File: src/rtl/kirsch_pkg.sv
// -----------------------------------------------------------------------------
// kirsch_pkg
// Shared types and constants for the Kirsch edge-detection slice.
//   PIX_W_DEF : default pixel width in bits
//   MIN_DIM   : smallest legal image width/height (a 3x3 window needs 3)
//   pix_t     : one pixel at the default width
//   win_t     : a full 3x3 neighbourhood p1..p9, shared by all kernel wrappers
// -----------------------------------------------------------------------------
package kirsch_pkg;

  localparam int PIX_W_DEF = 8;
  localparam int MIN_DIM   = 3;

  typedef logic [PIX_W_DEF-1:0] pix_t;

  // p1 p2 p3 = row r-2, p4 p5 p6 = row r-1, p7 p8 p9 = row r (p3/p6/p9 newest)
  typedef struct packed {
    pix_t p1;
    pix_t p2;
    pix_t p3;
    pix_t p4;
    pix_t p5;
    pix_t p6;
    pix_t p7;
    pix_t p8;
    pix_t p9;
  } win_t;

  // Pack nine taps into a window record in p1..p9 order.
  function automatic win_t make_win(input pix_t a, input pix_t b, input pix_t c,
                                    input pix_t d, input pix_t e, input pix_t f,
                                    input pix_t g, input pix_t h, input pix_t i);
    win_t w;
    w = '{p1: a, p2: b, p3: c, p4: d, p5: e, p6: f, p7: g, p8: h, p9: i};
    return w;
  endfunction

endpackage

File: src/rtl/kirsch_line_buf.sv
// -----------------------------------------------------------------------------
// kirsch_line_buf
// One image line of pixel storage. A single address serves both read and
// write: the read is combinational and returns the value stored before this
// cycle's write, so chaining two instances moves a column up one line per
// accepted pixel.
//   clk      : clock, write on rising edge
//   i_addr   : column address
//   i_we     : write enable
//   i_wdata  : pixel to store at i_addr
//   o_rdata  : pixel currently stored at i_addr (pre-write value)
// Contents are intentionally not reset; rows that would read stale data never
// produce a window.
// -----------------------------------------------------------------------------
module kirsch_line_buf #(
  parameter int DEPTH = 64,
  parameter int WIDTH = 8,
  parameter int AW    = (DEPTH > 1) ? $clog2(DEPTH) : 1
) (
  input  logic             clk,
  input  logic [AW-1:0]    i_addr,
  input  logic             i_we,
  input  logic [WIDTH-1:0] i_wdata,
  output logic [WIDTH-1:0] o_rdata
);

  logic [WIDTH-1:0] r_mem [0:DEPTH-1];

  assign o_rdata = r_mem[i_addr];

  // Synchronous write of the addressed column.
  always_ff @(posedge clk) begin
    if (i_we) begin
      r_mem[i_addr] <= i_wdata;
    end else begin
      r_mem[i_addr] <= r_mem[i_addr];
    end
  end

endmodule

File: src/rtl/kirsch_window_gen.sv
// -----------------------------------------------------------------------------
// kirsch_window_gen
// Streaming 3x3 window generator feeding the Kirsch directional kernels.
// Takes a raster pixel stream and emits one registered neighbourhood per
// interior pixel (row>=2, col>=2 of the newest pixel).
//   clk, rst_n             : clock, synchronous active-low reset
//   pix_in/pix_sof         : input pixel and start-of-frame flag
//   pix_valid/pix_ready    : input handshake
//   p1..p9                 : window taps (p1..p3 oldest row, p3/p6/p9 newest col)
//   win_valid/win_ready    : output handshake
//   frame_done             : one-cycle pulse after the last window is consumed
// -----------------------------------------------------------------------------
module kirsch_window_gen
  import kirsch_pkg::*;
#(
  parameter int IMG_W = 64,
  parameter int IMG_H = 64,
  parameter int PIX_W = PIX_W_DEF
) (
  input  logic             clk,
  input  logic             rst_n,
  input  logic [PIX_W-1:0] pix_in,
  input  logic             pix_sof,
  input  logic             pix_valid,
  output logic             pix_ready,
  output logic [PIX_W-1:0] p1,
  output logic [PIX_W-1:0] p2,
  output logic [PIX_W-1:0] p3,
  output logic [PIX_W-1:0] p4,
  output logic [PIX_W-1:0] p5,
  output logic [PIX_W-1:0] p6,
  output logic [PIX_W-1:0] p7,
  output logic [PIX_W-1:0] p8,
  output logic [PIX_W-1:0] p9,
  output logic             win_valid,
  input  logic             win_ready,
  output logic             frame_done
);

  localparam int COL_W = (IMG_W > 1) ? $clog2(IMG_W) : 1;
  localparam int ROW_W = (IMG_H > 1) ? $clog2(IMG_H) : 1;

  logic [COL_W-1:0] r_col;
  logic [ROW_W-1:0] r_row;
  logic [PIX_W-1:0] r_tap [1:9];
  logic             r_win_valid;
  logic             r_last_win;   // output stage holds the frame's final window
  logic             r_frame_done;

  logic             w_accept;
  logic             w_consume;
  logic [COL_W-1:0] w_col;
  logic [ROW_W-1:0] w_row;
  logic             w_col_last;
  logic             w_row_last;
  logic             w_win;
  logic [PIX_W-1:0] w_top;
  logic [PIX_W-1:0] w_mid;

  // Single output stage: a new window may enter when the slot is empty or
  // is being drained this cycle.
  assign pix_ready = !r_win_valid || win_ready;
  assign w_accept  = pix_valid && pix_ready;
  assign w_consume = r_win_valid && win_ready;

  // Start-of-frame overrides the counters so a stream can resync anywhere.
  assign w_col      = pix_sof ? '0 : r_col;
  assign w_row      = pix_sof ? '0 : r_row;
  assign w_col_last = (w_col == COL_W'(IMG_W - 1));
  assign w_row_last = (w_row == ROW_W'(IMG_H - 1));
  assign w_win      = (w_row >= ROW_W'(2)) && (w_col >= COL_W'(2));

  // LB0 holds row r-1, LB1 holds row r-2; LB1 is refilled from LB0's old value.
  kirsch_line_buf #(.DEPTH(IMG_W), .WIDTH(PIX_W), .AW(COL_W)) u_lb0 (
    .clk     (clk),
    .i_addr  (w_col),
    .i_we    (w_accept),
    .i_wdata (pix_in),
    .o_rdata (w_mid)
  );

  kirsch_line_buf #(.DEPTH(IMG_W), .WIDTH(PIX_W), .AW(COL_W)) u_lb1 (
    .clk     (clk),
    .i_addr  (w_col),
    .i_we    (w_accept),
    .i_wdata (w_mid),
    .o_rdata (w_top)
  );

  // Raster position counters.
  always_ff @(posedge clk) begin
    if (!rst_n) begin
      r_col <= '0;
      r_row <= '0;
    end else if (w_accept) begin
      if (w_col_last) begin
        r_col <= '0;
        r_row <= w_row_last ? '0 : (w_row + ROW_W'(1));
      end else begin
        r_col <= w_col + COL_W'(1);
        r_row <= w_row;
      end
    end else begin
      r_col <= r_col;
      r_row <= r_row;
    end
  end

  // Window shift registers: each accept shifts one new column in on the right.
  always_ff @(posedge clk) begin
    if (!rst_n) begin
      for (int i = 1; i <= 9; i++) begin
        r_tap[i] <= '0;
      end
    end else if (w_accept) begin
      r_tap[1] <= r_tap[2];
      r_tap[2] <= r_tap[3];
      r_tap[3] <= w_top;
      r_tap[4] <= r_tap[5];
      r_tap[5] <= r_tap[6];
      r_tap[6] <= w_mid;
      r_tap[7] <= r_tap[8];
      r_tap[8] <= r_tap[9];
      r_tap[9] <= pix_in;
    end else begin
      for (int i = 1; i <= 9; i++) begin
        r_tap[i] <= r_tap[i];
      end
    end
  end

  // Output valid, last-window tracking and the frame_done pulse.
  always_ff @(posedge clk) begin
    if (!rst_n) begin
      r_win_valid  <= 1'b0;
      r_last_win   <= 1'b0;
      r_frame_done <= 1'b0;
    end else begin
      if (w_accept) begin
        r_win_valid <= w_win;
        r_last_win  <= w_win && w_row_last && w_col_last;
      end else if (w_consume) begin
        r_win_valid <= 1'b0;
        r_last_win  <= 1'b0;
      end else begin
        r_win_valid <= r_win_valid;
        r_last_win  <= r_last_win;
      end
      r_frame_done <= w_consume && r_last_win;
    end
  end

  assign p1         = r_tap[1];
  assign p2         = r_tap[2];
  assign p3         = r_tap[3];
  assign p4         = r_tap[4];
  assign p5         = r_tap[5];
  assign p6         = r_tap[6];
  assign p7         = r_tap[7];
  assign p8         = r_tap[8];
  assign p9         = r_tap[9];
  assign win_valid  = r_win_valid;
  assign frame_done = r_frame_done;

endmodule

File: config.mk
export PLATFORM = sky130hd
export DESIGN_NAME = kirsch_window_gen
export DESIGN_NICKNAME = d
export VERILOG_FILES = /design/src/rtl/kirsch_pkg.sv /design/src/rtl/kirsch_line_buf.sv /design/src/rtl/kirsch_window_gen.sv
export SDC_FILE = /design/constraint.sdc
export NUM_CORES = 1
export LEC_CHECK = 0
export ABC_AREA = 1
export ABC_CLOCK_PERIOD_IN_PS = 3780
export CELL_PAD_IN_SITES_DETAIL_PLACEMENT = 2
export CELL_PAD_IN_SITES_GLOBAL_PLACEMENT = 2
export CORE_MARGIN = 2
export CORE_UTILIZATION = 35
export DETAILED_ROUTE_END_ITERATION = 10
export HOLD_SLACK_MARGIN = 0.12
export PLACE_DENSITY_LB_ADDON = 0.1
export SKIP_LAST_GASP = 1
export SYNTH_ARGS = -nofsm -noshare
export SYNTH_HDL_FRONTEND = slang
export SYNTH_SLANG_ARGS = --single-unit
File: constraint.sdc
create_clock -name clk -period 3.78 [get_ports clk]
set_input_delay 0.945 -clock clk [delete_from_list [all_inputs] [get_ports clk]]
set_output_delay 0.945 -clock clk [all_outputs]
set_load 0.03 [all_outputs]
==> results.cfg, run 1 <==
[clock_tree]
htree_levels = 4
cts.sink_count = 1111
postCtsSetupRepairBufs = 0
cts_max_path_buffers = 3
cts_tree = built
cts.clk_slew.worst_paths_ns = 0.06
clk_latency_ns = 0.78
cts_hold_buf = 0
numCtsBuffers = 133
root_buffer = clkbuf_16
cts_resized = 0

[floorplan]
num_rows = 134
core_area_mm2 = 0.133
die_w_um = 369
dieArea_mm2 = 0.137
pin_count = 88
start_util_pct = 35.2
die_y_um = 369

[placement]
gp_congestion = 0.876
placed_area_mm2 = 0.0542
hpwl_um = 117000
io_buffer_count = 87

[synthesis]
synthTopCellsByArea = edfxtp_1 (70%), nand2_1 (20%), nand3_1 (2.4%)
synth_top_family_by_area = simple AND/OR/NAND/NOR gates
ys_seq_elements = 1111
synth_top_flop_cell = edfxtp_1
synth_top_area_share_pct = 70.4
synth_common_cells = nand2_1 (2475), edfxtp_1 (1096), nor2_1 (232)
ys_seq_area_share_pct = 71.0
synth_most_common_cell = nand2_1
netlist_area_mm2 = 0.0468
syn_avg_cell_area_um2 = 10.4
synth.net_count = 4532
syn-instance-count = 4515
synth_top_area_cell = edfxtp_1
synth_edf_count = 1096
synth-xor-area-share_pct = 0.0937
ys.warnings.count = 0
async_reset_ff_share_pct = 0
yosys.area_share.simple_pct = 24.5
synth_compound_area_share_pct = 0.527
synth_cell_types = 30
synthMuxAreaShare_pct = 0
synthAdderAreaFrac_pct = 0.107

[route]
ant_nets = 0
post_drt_wl_per_cell_um = 25.5
vias = 34092
drc = 0
routed_via_density = 4.99
drtIter0Drc = 2353
dr.pass1.iters = 5
wl_um = 174000

[timing]
post-route-period-util_pct = 96.2
report.final.hold_viol_count = 0
relSlewSlack_pct = 37.8
tightestPinTransition_ns = 0.933
setup_tns_ns = 0
layout_min_cycle_time_ns = 3.63
rsz0062_at_grt = no
slew_violations = 0
fin_worst_skew_ns = 0.0294
max_freq_mhz = 275
setup_violations = 0

[global_routing]
grt_max_degree = 59
antenna_found_initial = 5
grt_overflow = 0
track_usage_pct = 25.7
grt_first_pass_wirelength_um = 255000
grt_pass1_vias = 37043

[critical_path]
crit_path_end_kind = flip-flop
crit_path_frequent_cell = nand2_1
worst-path-buf-inv = 7
cp.arrival_ns = 4.12
cp_data_required_time_ns = 4.26
path_cells = clkdlybuf4s50_1 > inv_4 > nand2_8 > buf_12 > buf_12 > nand2_1 > nand2_1 > nand2_1 > nand2_1 > nand2_1 > nand2_1 > nand2_1 > nand2_1 > nor2_1 > buf_4 > nand2_1 > buf_4 > nand2_1 > nand2_2 > buf_12
crit_type = in -> reg
start_kind = primary input
crit_slowest_cell = clkdlybuf4s50_1
path_delay_family = buffers and inverters
worst-path-max-fanout = 42
cp_slowest_stage_delay_ns = 0.48

[power_and_ir_drop]
ir_drop_v = 0.000462
cellPowerDensity_mw_per_mm2 = 504
leakage_nw = 24.1

[finish]
ff_latch_area_mm2 = 0.0332
layout-drive-gt1-share_pct = 13.0
multi_input_area_mm2 = 0.0119
final_nets = 4969
design_area_mm2 = 0.0584
num-fill-cells = 13708
area_growth_pct = 25.0
finish.utilization_pct = 44.0

[status]
outcome = finished, final reports clean

[min_path]
min-delay-path-class = reg -> reg

[flow_run]
cap_violations = 0
-- per-stage QoR --
step                      worst slack, ns  std cells  power, mW  hold WS (ns)
after floorplan                     0.393       4515       15.5         0.413
after global placement             -0.618       6585       17.0         0.433
after detailed placement           -0.623       6585       17.1         0.445
after CTS                           0.151       6827       29.8         0.445
after global routing               0.0692       6827       30.4         0.461
final                               0.145       6829       29.5         0.438
-- worst register-to-register path, cell delays in order (launching register included) --
cell and delay [ns]:
dfxtp_1 0.59, nand2_8 0.20, buf_12 0.25, buf_12 0.20
nand2_1 0.07, nand2_1 0.07, nand2_1 0.05, nand2_1 0.05
nand2_1 0.06, nand2_1 0.07, nand2_1 0.06, nand2_1 0.10
nor2_1 0.45, buf_4 0.23, nand2_1 0.07, buf_4 0.16
nand2_1 0.09, nand2_2 0.14, buf_12 0.19
-- layout by cell type, fill, tap and decap left out, types with 6 or more instances in the layout --
cell type	n
buf_4	271
o211ai_1	6
nand3_1	220
nor2_1	231
o21ai_0	9
nor2_4	7
clkinv_1	29
clkbuf_16	139
o22ai_1	7
clkbuf_1	28
bufinv_16	11
clkdlybuf4s50_1	87
inv_6	6
nand3b_1	6
buf_12	162
nand2_1	2457
a21oi_1	17
dfxtp_1	15
edfxtp_1	1096
inv_1	176
nand2_2	17
clkinv_2	23
-- cell type report --
class	instances	share of cell area, %
Antenna cell	2	0.00856
Clock buffer	168	6.16
Clock inverter	74	1.17
Inverter	183	1.19
Multi-Input combinational cell	3003	20.3
Sequential cell	1111	56.8
Tap cell	1768	3.79
Timing Repair Buffer	520	10.5
-- registers in the layout (all words and copies together), names as in the netlist --
| register | count |
|---|---|
| win_valid | 1 |
| r_col | 6 |
| r_last_win | 1 |
| u_lb1.r_mem | 512 |
| r_row | 6 |
| frame_done | 1 |
| r_tap | 72 |
| u_lb0.r_mem | 512 |
-- layer usage --
metal	routed length, um	global-route usage (%)
met1	75800	33.5
met2	87600	44.5
met3	5700	3.31
met4	4640	7.57
met5	46	0
-- final timing paths --
check / end / cells after the start / slack (ns) / from
worst max-delay path: u_lb1.r_mem[23][0] / 20 / 0.15 / pix_sof
worst min-delay path: frame_done / 2 / 0.44 / r_last_win
worst max register to register: u_lb1.r_mem[23][0] / 18 / 0.35 / r_col[0]
worst min register to register: frame_done / 2 / 0.44 / r_last_win
-- report_power, final --
part / leakage (nW) / total, mW / internal, mW / switching, mW
sequential: 10.2 / 14.1 / 14.0 / 0.0538
clock: 2.09 / 12.7 / 7.49 / 5.21
combinational: 11.8 / 2.69 / 0.810 / 1.88
-- cells by family (layout without fill, tap and decap cells) --
family	Yosys count	count (layout)
adders and majority gates	4	4
AOI/OAI and AO/OA	43	43
buffers and inverters	401	945
DFF	1111	1111
and+or+nand+nor	2951	2951
xor gates and xnor gates	5	5
other	0	2
(Power assumes the default switching activity.)
==> run 2, diff against run 1 <==
- CAP_MARGIN: default -> 20
==> results of run 2 <==
The final DEF is identical to that of run 1; final timing and power are the same.
==> run 3, diff against run 2 <==
- CORE_UTILIZATION: 35 -> 37
==> results.cfg, run 3 (synthesis gave the netlist of run 1 again) <==
[clock_tree]
cts_tree = built
root_buffer = clkbuf_16
cts_max_path_buffers = 3
numCtsBuffers = 132
clk_latency_ns = 0.77
cts.clk_slew.worst_paths_ns = 0.06
htree_levels = 4
cts.sink_count = 1111

[critical_path]
reg2reg_depth = 17
worst-path-buf-inv = 7
cp_slowest_stage_delay_ns = 0.55
crit_path_end_kind = flip-flop
r2r-end = r_tap[0][28]
path_cells = clkdlybuf4s50_1 > buf_4 > nor2_4 > buf_12 > buf_4 > buf_12 > nand2_1 > nand2_1 > nand2_1 > nand2_1 > nand2_1 > nand2_1 > nand2_1 > nand2_1 > nor2_1 > buf_4 > a21oi_2 > buf_4
path_delay_family = buffers and inverters
cp.arrival_ns = 4.36
cp_num_cells = 18
crit_slowest_cell = clkdlybuf4s50_1
worst-path-max-fanout = 31
start_kind = primary input
crit_path_frequent_cell = nand2_1
cp_data_required_time_ns = 4.41
r2r-start = r_col[0]
rrSetupSlack_ns = 0.30
crit_type = in -> reg

[power_and_ir_drop]
p_sw_share_pct = 24.7
ir_drop_v = 0.000429
p_total_mw = 28.9
power_frac_clock_pct = 41.9
seq_power_share_pct = 48.7
pwr-share-comb_pct = 9.4
leakage_nw = 24.0
switchingPower_mw = 7.13
internal_power_mw = 21.8
cellPowerDensity_mw_per_mm2 = 500

[placement]
placed_area_mm2 = 0.0537
io_buffer_count = 87
gp_congestion = 0.884
hpwl_um = 118000

[finish]
finish.utilization_pct = 46.0
area_growth_pct = 23.6
largest_registers = u_lb0.r_mem: 512 flops, u_lb1.r_mem: 512 flops, r_tap: 72 flops
design_area_mm2 = 0.0578
final_common_cell = nand2_1
final_cell_mix = nand2_1 (2455), edfxtp_1 (1096), buf_4 (300)
final_nets = 4972
layout-drive-gt1-share_pct = 13.1

[timing]
report.final.hold_viol_count = 0
layout_min_cycle_time_ns = 3.74
relSlewSlack_pct = 55.7
tightestPinTransition_ns = 0.664
post-route-period-util_pct = 98.9
max_freq_mhz = 268
fin_worst_skew_ns = 0.0302
setup_violations = 0
slew_violations = 0

[status]
outcome = finished, final reports clean

[global_routing]
grt_pass1_vias = 38167
antenna_found_initial = 3
grt_max_degree = 52
grt_first_pass_wirelength_um = 259000
grt_overflow = 0
track_usage_pct = 27.3

[floorplan]
die_y_um = 359
start_util_pct = 37.2
pin_count = 88
num_rows = 130
dieArea_mm2 = 0.129
core_area_mm2 = 0.126
die_w_um = 359

[route]
drc = 0
routed_via_density = 5.17
wl_um = 175000
ant_nets = 0
vias = 34724
dr.pass1.iters = 6
post_drt_wl_per_cell_um = 26.1
drtIter0Drc = 2588

[min_path]
min-delay-path-class = reg -> reg
hp-start = r_last_win
whs_endpoint = frame_done
hold_depth = 2

[flow_run]
cap_violations = 0
==> run 3: worst register-to-register path, delay by kind of cell (launching register included) <==
| kind | cells | cell delay, ns |
|---|---|---|
| simple gates | 10 | 1.33 |
| buf+inv | 6 | 1.22 |
| flops | 1 | 0.49 |
| compound gates | 1 | 0.31 |
==> run 3: layer usage <==
layer / vias to the layer above / part of all wire (%) / GRT usage, %
met5: - / 0 / 0
met4: 0 / 2.7 / 8.30
met1: 18185 / 42 / 35.0
met3: 215 / 4.0 / 3.44
met2: 689 / 51 / 48.0
li1: 15635 / - / -
==> run 3: final cells by class <==
type	instances	area, um^2
inverter	183	696
antenna	2	5.00
multi-input combinational	3003	11900
fill	12967	67800
clock inverter	78	531
clock buffer	159	3530
sequential	1111	33200
timing repair buffer	524	5850
tap	1650	2060
==> run 3: timing repair <==
| action | in CTS | in global routing |
|---|---|---|
| setup buffers | 0 | 1 |
| pin swaps | 0 | 1 |
| gates resized for setup | 3 | 4 |
| endpoints found under the setup margin | 65 | 169 |
| hold buffers | 0 | 0 |
==> run 3: how the worst max path moves through the flow <==
| stage | endpoint | slack, ns | start |
|---|---|---|---|
| CTS | u_lb1.r_mem[8][4] | 0.02 | pix_sof |
| floorplan | u_lb0.r_mem[0][2] | 0.39 | pix_sof |
| detailed placement | r_tap[0][28] | -0.94 | pix_sof |
| global route | u_lb1.r_mem[9][4] | -0.02 | pix_sof |
| finish | r_tap[0][28] | 0.04 | pix_sof |
| global placement | r_tap[0][28] | -0.99 | pix_sof |
==> run 3: per-stage QoR <==
stage	hold slack [ns]	setup WS (ns)	setup TNS (ns)	cells
floorplan	0.413	0.393	0	4515
global placement	0.439	-0.985	-579.46	6470
detailed placement	0.461	-0.941	-668.65	6470
CTS	0.475	0.0185	0	6707
global route	0.497	-0.0227	-0.189	6709
finish	0.474	0.0433	0	6710
==> run 3: power groups by stage <==
| stage | clock network (mW) | registers, mW | logic (mW) |
|---|---|---|---|
| global route | 12.8 | 14.1 | 2.92 |
| floorplan | 0 | 14.5 | 0.976 |
| global placement | 0 | 14.3 | 2.65 |
| CTS | 12.3 | 14.1 | 2.76 |
| finish | 12.1 | 14.1 | 2.72 |
| detailed placement | 0 | 14.3 | 2.73 |
